File: src/rtl/strobe_capture_bank.sv
// Multi-channel strobe-qualified capture bank: per-channel edge detect, data capture, valid/ack, sticky overrun.
// Optional macro STROBE_SYNC_EN adds a 2-flop strobe synchroniser with a matching 2-deep data pipeline.
module strobe_capture_bank #(
  parameter int NCH  = 4,
  parameter int W    = 8,
  parameter int CW   = 4,
  parameter int EDGE = 0
) (
  input  logic              clk,
  input  logic              rst,
  input  logic [NCH-1:0]    strobe,
  input  logic [NCH*W-1:0]  data,
  input  logic [NCH-1:0]    ack,
  output logic [NCH*W-1:0]  q,
  output logic [NCH-1:0]    valid,
  output logic [NCH-1:0]    overrun,
  output logic [NCH*CW-1:0] count
);

  generate
    if (EDGE < 0 || EDGE > 2) begin : g_bad_edge
      $error("strobe_capture_bank: EDGE must be 0 (rise), 1 (fall) or 2 (both)");
    end
  endgenerate

  logic [NCH-1:0]   strobe_s;
  logic [NCH*W-1:0] data_s;
  logic [NCH-1:0]   prev;
  logic [NCH-1:0]   rise;
  logic [NCH-1:0]   fall;
  logic [NCH-1:0]   hit;

`ifdef STROBE_SYNC_EN
  logic [NCH-1:0]   strobe_p0;
  logic [NCH-1:0]   strobe_p1;
  logic [NCH*W-1:0] data_p0;
  logic [NCH*W-1:0] data_p1;

  // Synchroniser stages p0/p1; reset to the live strobe so no edge appears after reset
  always_ff @(posedge clk) begin
    if (rst) begin
      strobe_p0 <= strobe;
      strobe_p1 <= strobe;
    end else begin
      strobe_p0 <= strobe;
      strobe_p1 <= strobe_p0;
    end
  end

  always_ff @(posedge clk) begin
    data_p0 <= data;
    data_p1 <= data_p0;
  end

  assign strobe_s = strobe_p1;
  assign data_s   = data_p1;
`else
  assign strobe_s = strobe;
  assign data_s   = data;
`endif

  assign rise = strobe_s & ~prev;
  assign fall = ~strobe_s & prev;

  generate
    if (EDGE == 0) begin : g_hit_rise
      assign hit = rise;
    end else if (EDGE == 1) begin : g_hit_fall
      assign hit = fall;
    end else begin : g_hit_both
      assign hit = rise | fall;
    end
  endgenerate

  // Capture stage: an ack coinciding with a hit counts as consuming the old word
  always_ff @(posedge clk) begin
    if (rst) begin
      prev    <= strobe;
      q       <= '0;
      valid   <= '0;
      overrun <= '0;
      count   <= '0;
    end else begin
      prev <= strobe_s;
      for (int i = 0; i < NCH; i++) begin
        if (hit[i]) begin
          q[i*W +: W]     <= data_s[i*W +: W];
          valid[i]        <= 1'b1;
          count[i*CW +: CW] <= count[i*CW +: CW] + CW'(1);
          if (valid[i] && !ack[i])
            overrun[i] <= 1'b1;
        end else if (ack[i]) begin
          valid[i] <= 1'b0;
        end
      end
    end
  end

endmodule

File: config.mk
export PLATFORM = sky130hd
export DESIGN_NAME = strobe_capture_bank
export DESIGN_NICKNAME = d
export VERILOG_FILES = /design/src/rtl/strobe_capture_bank.sv
export SDC_FILE = /design/constraint.sdc
export NUM_CORES = 1
export LEC_CHECK = 0
export BUFFER_PORTS_ARGS = -buffer_cell sky130_fd_sc_hd__buf_4
export CORE_UTILIZATION = 35
export DETAILED_ROUTE_END_ITERATION = 6
export GPL_ROUTABILITY_DRIVEN = 0
export SLEW_MARGIN = 25
export SYNTH_ARGS = -nofsm -noshare
export SYNTH_HDL_FRONTEND = slang
export SYNTH_SLANG_ARGS = --single-unit
File: constraint.sdc
create_clock -name clk -period 1.3 [get_ports clk]
set_input_delay 0.13 -clock clk [delete_from_list [all_inputs] [get_ports clk]]
set_output_delay 0.13 -clock clk [all_outputs]
set_load 0.02 [all_outputs]
==> results.yml, run 1 <==
cts:
  cts_setup_buffers: 0
  cts_sinks: 60
  path_clk_slew_ns: 0.07
  cts_resized: 0
  root_buffer: "clkbuf_8"
  cts_hold_buf: 4
  clock_latency_ns: 0.33
  cts_made_buffers: 9
  cts_tree: "done"
  clockBufferDepth: 2
  htreeDepth: 3
routing:
  dr.pass1.iters: 3
  final_antenna_net_count: 0
  via_per_inst: 4.52
  dr.first_iter.drc_count: 59
  wire_per_inst_um: 11.3
  route.detailed.drc: 0
  finalWirelength_mm: 4.86
  num_vias: 1948
die:
  die_area_mm2: 0.00653
  die_width_um: 80.8
  initial_core_util_pct: 36.5
  die_h_um: 80.8
  num_rows: 28
  coreArea_mm2: 0.00596
  io_pins: 98
timing:
  relSlewSlack_pct: 82.4
  slew_viol_final: 0
  rsz0062_at_grt: "false"
  layout_min_cycle_time_ns: 1.17
  tns_ns: 0
  finalSetupViolCount: 0
  worst_clock_skew_ns: 0.00763
  hold_slack_ns: 0.0476
  timing.fmax_mhz: 857
  period_share_pct: 89.8
  hold_viol_final: 0
  worst_pin_slew_ns: 0.265
worst_hold_path:
  hold_class: "in2reg"
logic_synthesis:
  synth.avg_cell_area_um2: 8.83
  synthCells: 246
  yosysSeqAreaShare_pct: 55.3
  ys_warn_count: 0
  synth_compound_area_share_pct: 12.9
  synth_top_area_share_pct: 55.3
  synth.area.mux_share_pct: 0
  synth_area_mm2: 0.00217
  synthTopCellsByArea: "dfxtp_1, nand2_1, a21oi_1"
  synth_top_area_cell: "dfxtp_1"
  yosysUniqueCellTypes: 18
  synth-xor-area-share_pct: 3.22
  synth-simple-area-share_pct: 22.8
  synth-seq-cells: 60
  synthAdderAreaFrac_pct: 2.30
  synth_top_family_by_area: "simple AND/OR/NAND/NOR gates"
  syn_nets: 292
final_layout:
  nets: 397
  num_antenna_cells: 0
  final_cell_mix: "buf_4, nand2_1, dfxtp_1, a21oi_1"
  area_growth_pct: 47.5
  seqCellArea_mm2: 0.00120
  drive_gt1_share_pct: 35.1
  final_common_cell: "buf_4"
  fill_cells: 571
  multi_input_area_um2: 896
critical_path:
  worstPathArrival_ns: 1.42
  path_class: "in2reg"
  worstSetupEndpointType: "flop"
  cp_slowest_cell: "dlygate4sd3_1"
  crit_top_cell: "buf_4"
  critPathMaxStageDelay_ns: 0.54
  cp_cell_sequence: "dlygate4sd3_1, buf_4, nor2b_1, buf_4, nand2_1, a21oi_1"
  startpoint_type: "input pin"
  crit_fanout: 9
  cp.required_ns: 1.56
global_route:
  grt-ovfl-total: 0
  grt_start_max_net_pins: 24
  grt_pass1_vias: 1713
  grt_first_pass_wirelength_mm: 7.71
  antenna_found_initial: 0
  grt_usage_pct: 15.8
placement:
  hpwl_mm: 3.40
  io_buffers: 97
pwr:
  ir_drop_mv: 0.534
  static-leakage-power_nw: 1.42
  p_per_area_mw_per_mm2: 1250
job:
  maxCapViolCount: 0
outcome:
  status: "completed"
-- metrics by stage --
step | area, um2 | total power, mW | cells | utilization (%) | worst slack [ns]
final | 3210 | 4.01 | 431 | 53.8 | 0.133
after global routing | 3210 | 4.22 | 431 | 53.8 | 0.0705
after CTS | 3210 | 4.06 | 431 | 53.8 | 0.167
after detailed placement | 2980 | 2.52 | 411 | 50.1 | 0.231
after global placement | 2980 | 2.51 | 411 | 50.1 | 0.259
after floorplan | 2170 | 2.26 | 246 | - | 0.223
-- report_power, final --
group          internal (mW)  switching (mW)  total [mW]  leakage (nW)
combinational          0.258           0.255       0.513         0.833
clock                  0.849           0.678        1.53        0.0937
sequential              1.92          0.0505        1.97         0.491
total                   3.02           0.983        4.01          1.42
-- worst max-delay path, delay by kind of cell --
| family | cells | cell delay (ns) |
|---|---|---|
| AND/OR/NAND/NOR | 2 | 0.29 |
| AO/OA/AOI/OAI | 1 | 0.12 |
| buffers and inverters | 3 | 0.89 |
-- state kept, by name, summed over array words and instances, names as in the netlist --
name / cells
valid: 4
overrun: 4
prev: 4
count: 16
q: 32
-- worst paths after layout --
path	from	end	slack, ns	depth (start not counted)
worst max-delay path	strobe[3]	q[27]	0.13	6
worst min-delay path	data[11]	q[11]	0.05	3
worst max register to register	prev[2]	count[11]	0.22	3
worst min register to register	q[28]	q[28]	0.45	2
-- synthesized netlist by cell type --
library cell  count
nand3b_1          4
buf_2             7
clkbuf_1          3
or3_1             4
nor2_1           12
nor2b_1           4
xor2_1            4
buf_4             4
o21ai_0           4
dfxtp_1          60
nand2b_1          4
o21ba_2           4
nand3_1           4
a21oi_1          44
nand2b_4          4
xnor2_1           4
nand2_1          72
ha_1              4
-- cell families after synthesis --
group | after synthesis
flip-flops | 60
XOR/XNOR | 8
AND/OR/NAND/NOR | 108
adder cells (fa/ha/maj) | 4
buffers and inverters | 14
AO/OA/AOI/OAI | 52
-- layout make-up --
class	count	share of cell area, %
flip-flops and latches	60	37.5
multi-input cells	172	27.9
repair buffers	108	26.0
clock buffers	15	5.50
well taps	75	2.93
clock inverters	1	0.156
-- layer usage --
metal | vias to the layer above | global-route usage (%) | wire, um
met3 | 9 | 5.06 | 288
met2 | 57 | 23.6 | 2290
met5 | - | 0 | 0
met1 | 870 | 19.2 | 2180
li1 | 1012 | - | -
met4 | 0 | 10.7 | 104
No activity file was read; power rests on OpenSTA's default activity.
==> run 2: changes to the inputs <==
BUFFER_PORTS_ARGS = not set   (was -buffer_cell sky130_fd_sc_hd__buf_4)
CTS_BUF_LIST = sky130_fd_sc_hd__clkbuf_4   (was not set)
DONT_BUFFER_PORTS = 1   (was not set)
==> run 2 against run 1 <==
First-iteration DRC count shrank 27%. Sequential share of layout area is 5.0 points higher. Clock skew grew 0.0049 ns. Critical path type unchanged. Via count down 7.6%. Sequential power increased by 4%. Clock power shrank 31%. Design area fell by 12%. Critical path depth decreased by 1. Total power decreased by 14%. Sequential cell count stayed put.
==> results.yml, run 2 (same netlist as run 1, synthesis figures left out) <==
die:
  num_rows: 28
  initial_core_util_pct: 36.5
  die_area_mm2: 0.00653
  die_h_um: 80.8
  io_pins: 98
  die_width_um: 80.8
  coreArea_mm2: 0.00596
cts:
  path_clk_slew_ns: 0.10
  clock_latency_ns: 0.39
  clockBufferDepth: 2
  cts_sinks: 60
  htreeDepth: 3
  cts_resized: 0
  cts_made_buffers: 9
  cts_tree: "done"
  root_buffer: "clkbuf_4"
global_route:
  grt_pass1_vias: 1759
  grt_usage_pct: 15.8
  grt_first_pass_wirelength_mm: 7.56
  grt-ovfl-total: 0
  antenna_found_initial: 0
  grt_start_max_net_pins: 57
routing:
  num_vias: 1799
  dr.pass1.iters: 5
  route.detailed.drc: 0
  wire_per_inst_um: 12.8
  final_antenna_net_count: 0
  via_per_inst: 4.75
  dr.first_iter.drc_count: 43
  finalWirelength_mm: 4.85
placement:
  hpwl_mm: 2.91
  io_buffers: 0
pwr:
  ir_drop_mv: 0.652
  p_per_area_mw_per_mm2: 1220
  switchingPower_mw: 0.934
  combPwrFrac_pct: 10.3
  p_seq_share_pct: 59.2
  clkPwrFrac_pct: 30.5
  p_int_mw: 2.51
  static-leakage-power_nw: 1.09
  switching_share_pct: 27.1
timing:
  layout_min_cycle_time_ns: 1.10
  tns_ns: 0
  slew_viol_final: 0
  hold_slack_ns: 0.0447
  hold_viol_final: 0
  relSlewSlack_pct: 81.2
  worst_clock_skew_ns: 0.0126
  finalSetupViolCount: 0
  worst_pin_slew_ns: 0.282
  period_share_pct: 84.8
  timing.fmax_mhz: 907
  rsz0062_at_grt: "false"
final_layout:
  fill_cells: 606
  num_antenna_cells: 0
  final_common_cell: "nand2_1"
  nets: 346
  top_register: "q"
  multi_input_area_um2: 896
  area_growth_pct: 30.3
  largest_reg_flops: 32
  final_cell_mix: "nand2_1, dfxtp_1, a21oi_1, dlygate4sd3_1, buf_4"
  reg_top3: "q x32, count x16"
  drive_gt1_share_pct: 12.5
  seqCellArea_mm2: 0.00120
worst_hold_path:
  hold_class: "in2reg"
  hold_end: "count[2]"
  hold_path_depth: 2
  min_from: "rst"
critical_path:
  startpoint_type: "input pin"
  worstPathArrival_ns: 1.37
  cp.required_ns: 1.57
  reg2reg_to: "count[3]"
  r2r_start: "prev[0]"
  reg2reg_depth: 3
  path_class: "in2reg"
  reg2reg_slack_ns: 0.20
  worstSetupEndpointType: "flop"
  crit_fanout: 9
job:
  maxCapViolCount: 0
outcome:
  status: "completed"
==> run 2: cell count changes in the layout (fill, tap and decap cells not counted), sizes merged <==
cell	before	now
clkinv	1	4
clkbuf	15	11
dlygate4sd3	4	40
buf	104	17
==> run 2: worst max-delay path by stage <==
| stage | from | slack, ns | to |
|---|---|---|---|
| 3_5_place_dp | prev[0] | 0.23 | count[3] |
| 4_1_cts | count[0] | 0.16 | count[0] |
| 3_3_place_gp | prev[2] | 0.25 | count[11] |
| 2_1_floorplan | count[8] | 0.22 | count[11] |
| 6_report | strobe[1] | 0.20 | count[4] |
| 5_1_grt | count[0] | 0.12 | count[0] |
==> run 2: power groups by stage <==
stage          clock, mW  combinational, mW  sequential [mW]
3_3_place_gp           0              0.213             2.08
2_1_floorplan          0              0.172             2.09
5_1_grt             1.18              0.391             2.05
4_1_cts             1.11              0.353             2.04
3_5_place_dp           0              0.217             2.08
6_report            1.05              0.353             2.04
==> run 2: worst max-delay path, stage by stage <==
cell           delay (ns)
dlygate4sd3_1        0.63
nor2b_1              0.23
buf_4                0.20
xnor2_1              0.12
nor2_1               0.05
==> run 2: area by class of cell <==
class | count | share of cell area (%)
flip-flops and latches | 60 | 42.4
clock inverters | 4 | 0.619
clock buffers | 11 | 2.92
multi-input cells | 172 | 31.6
well taps | 75 | 3.31
repair buffers | 57 | 19.1
==> run 2: what timing repair did <==
| item | in CTS | in global routing |
|---|---|---|
| hold buffers | 41 | 0 |
| endpoints found under the hold margin | 60 | 0 |
| setup buffers | 0 | 0 |
==> run 2: layer usage <==
layer | global-route usage (%) | part of all wire, % | vias to the layer above
met5 | 0 | 0 | -
met4 | 11.4 | 2.4 | 0
met3 | 6.63 | 6.1 | 9
met2 | 26.4 | 49 | 58
met1 | 15.6 | 42 | 820
li1 | - | - | 912
==> run 2: metrics by stage <==
stage / cells / power (mW) / setup WS [ns] / instance area (um2) / utilization (%)
2_1_floorplan: 246 / 2.26 / 0.223 / 2170 / -
3_3_place_gp: 323 / 2.29 / 0.255 / 2310 / 38.8
3_5_place_dp: 323 / 2.30 / 0.233 / 2310 / 38.8
4_1_cts: 379 / 3.50 / 0.159 / 2830 / 47.5
5_1_grt: 379 / 3.62 / 0.124 / 2830 / 47.5
6_report: 379 / 3.44 / 0.197 / 2830 / 47.5
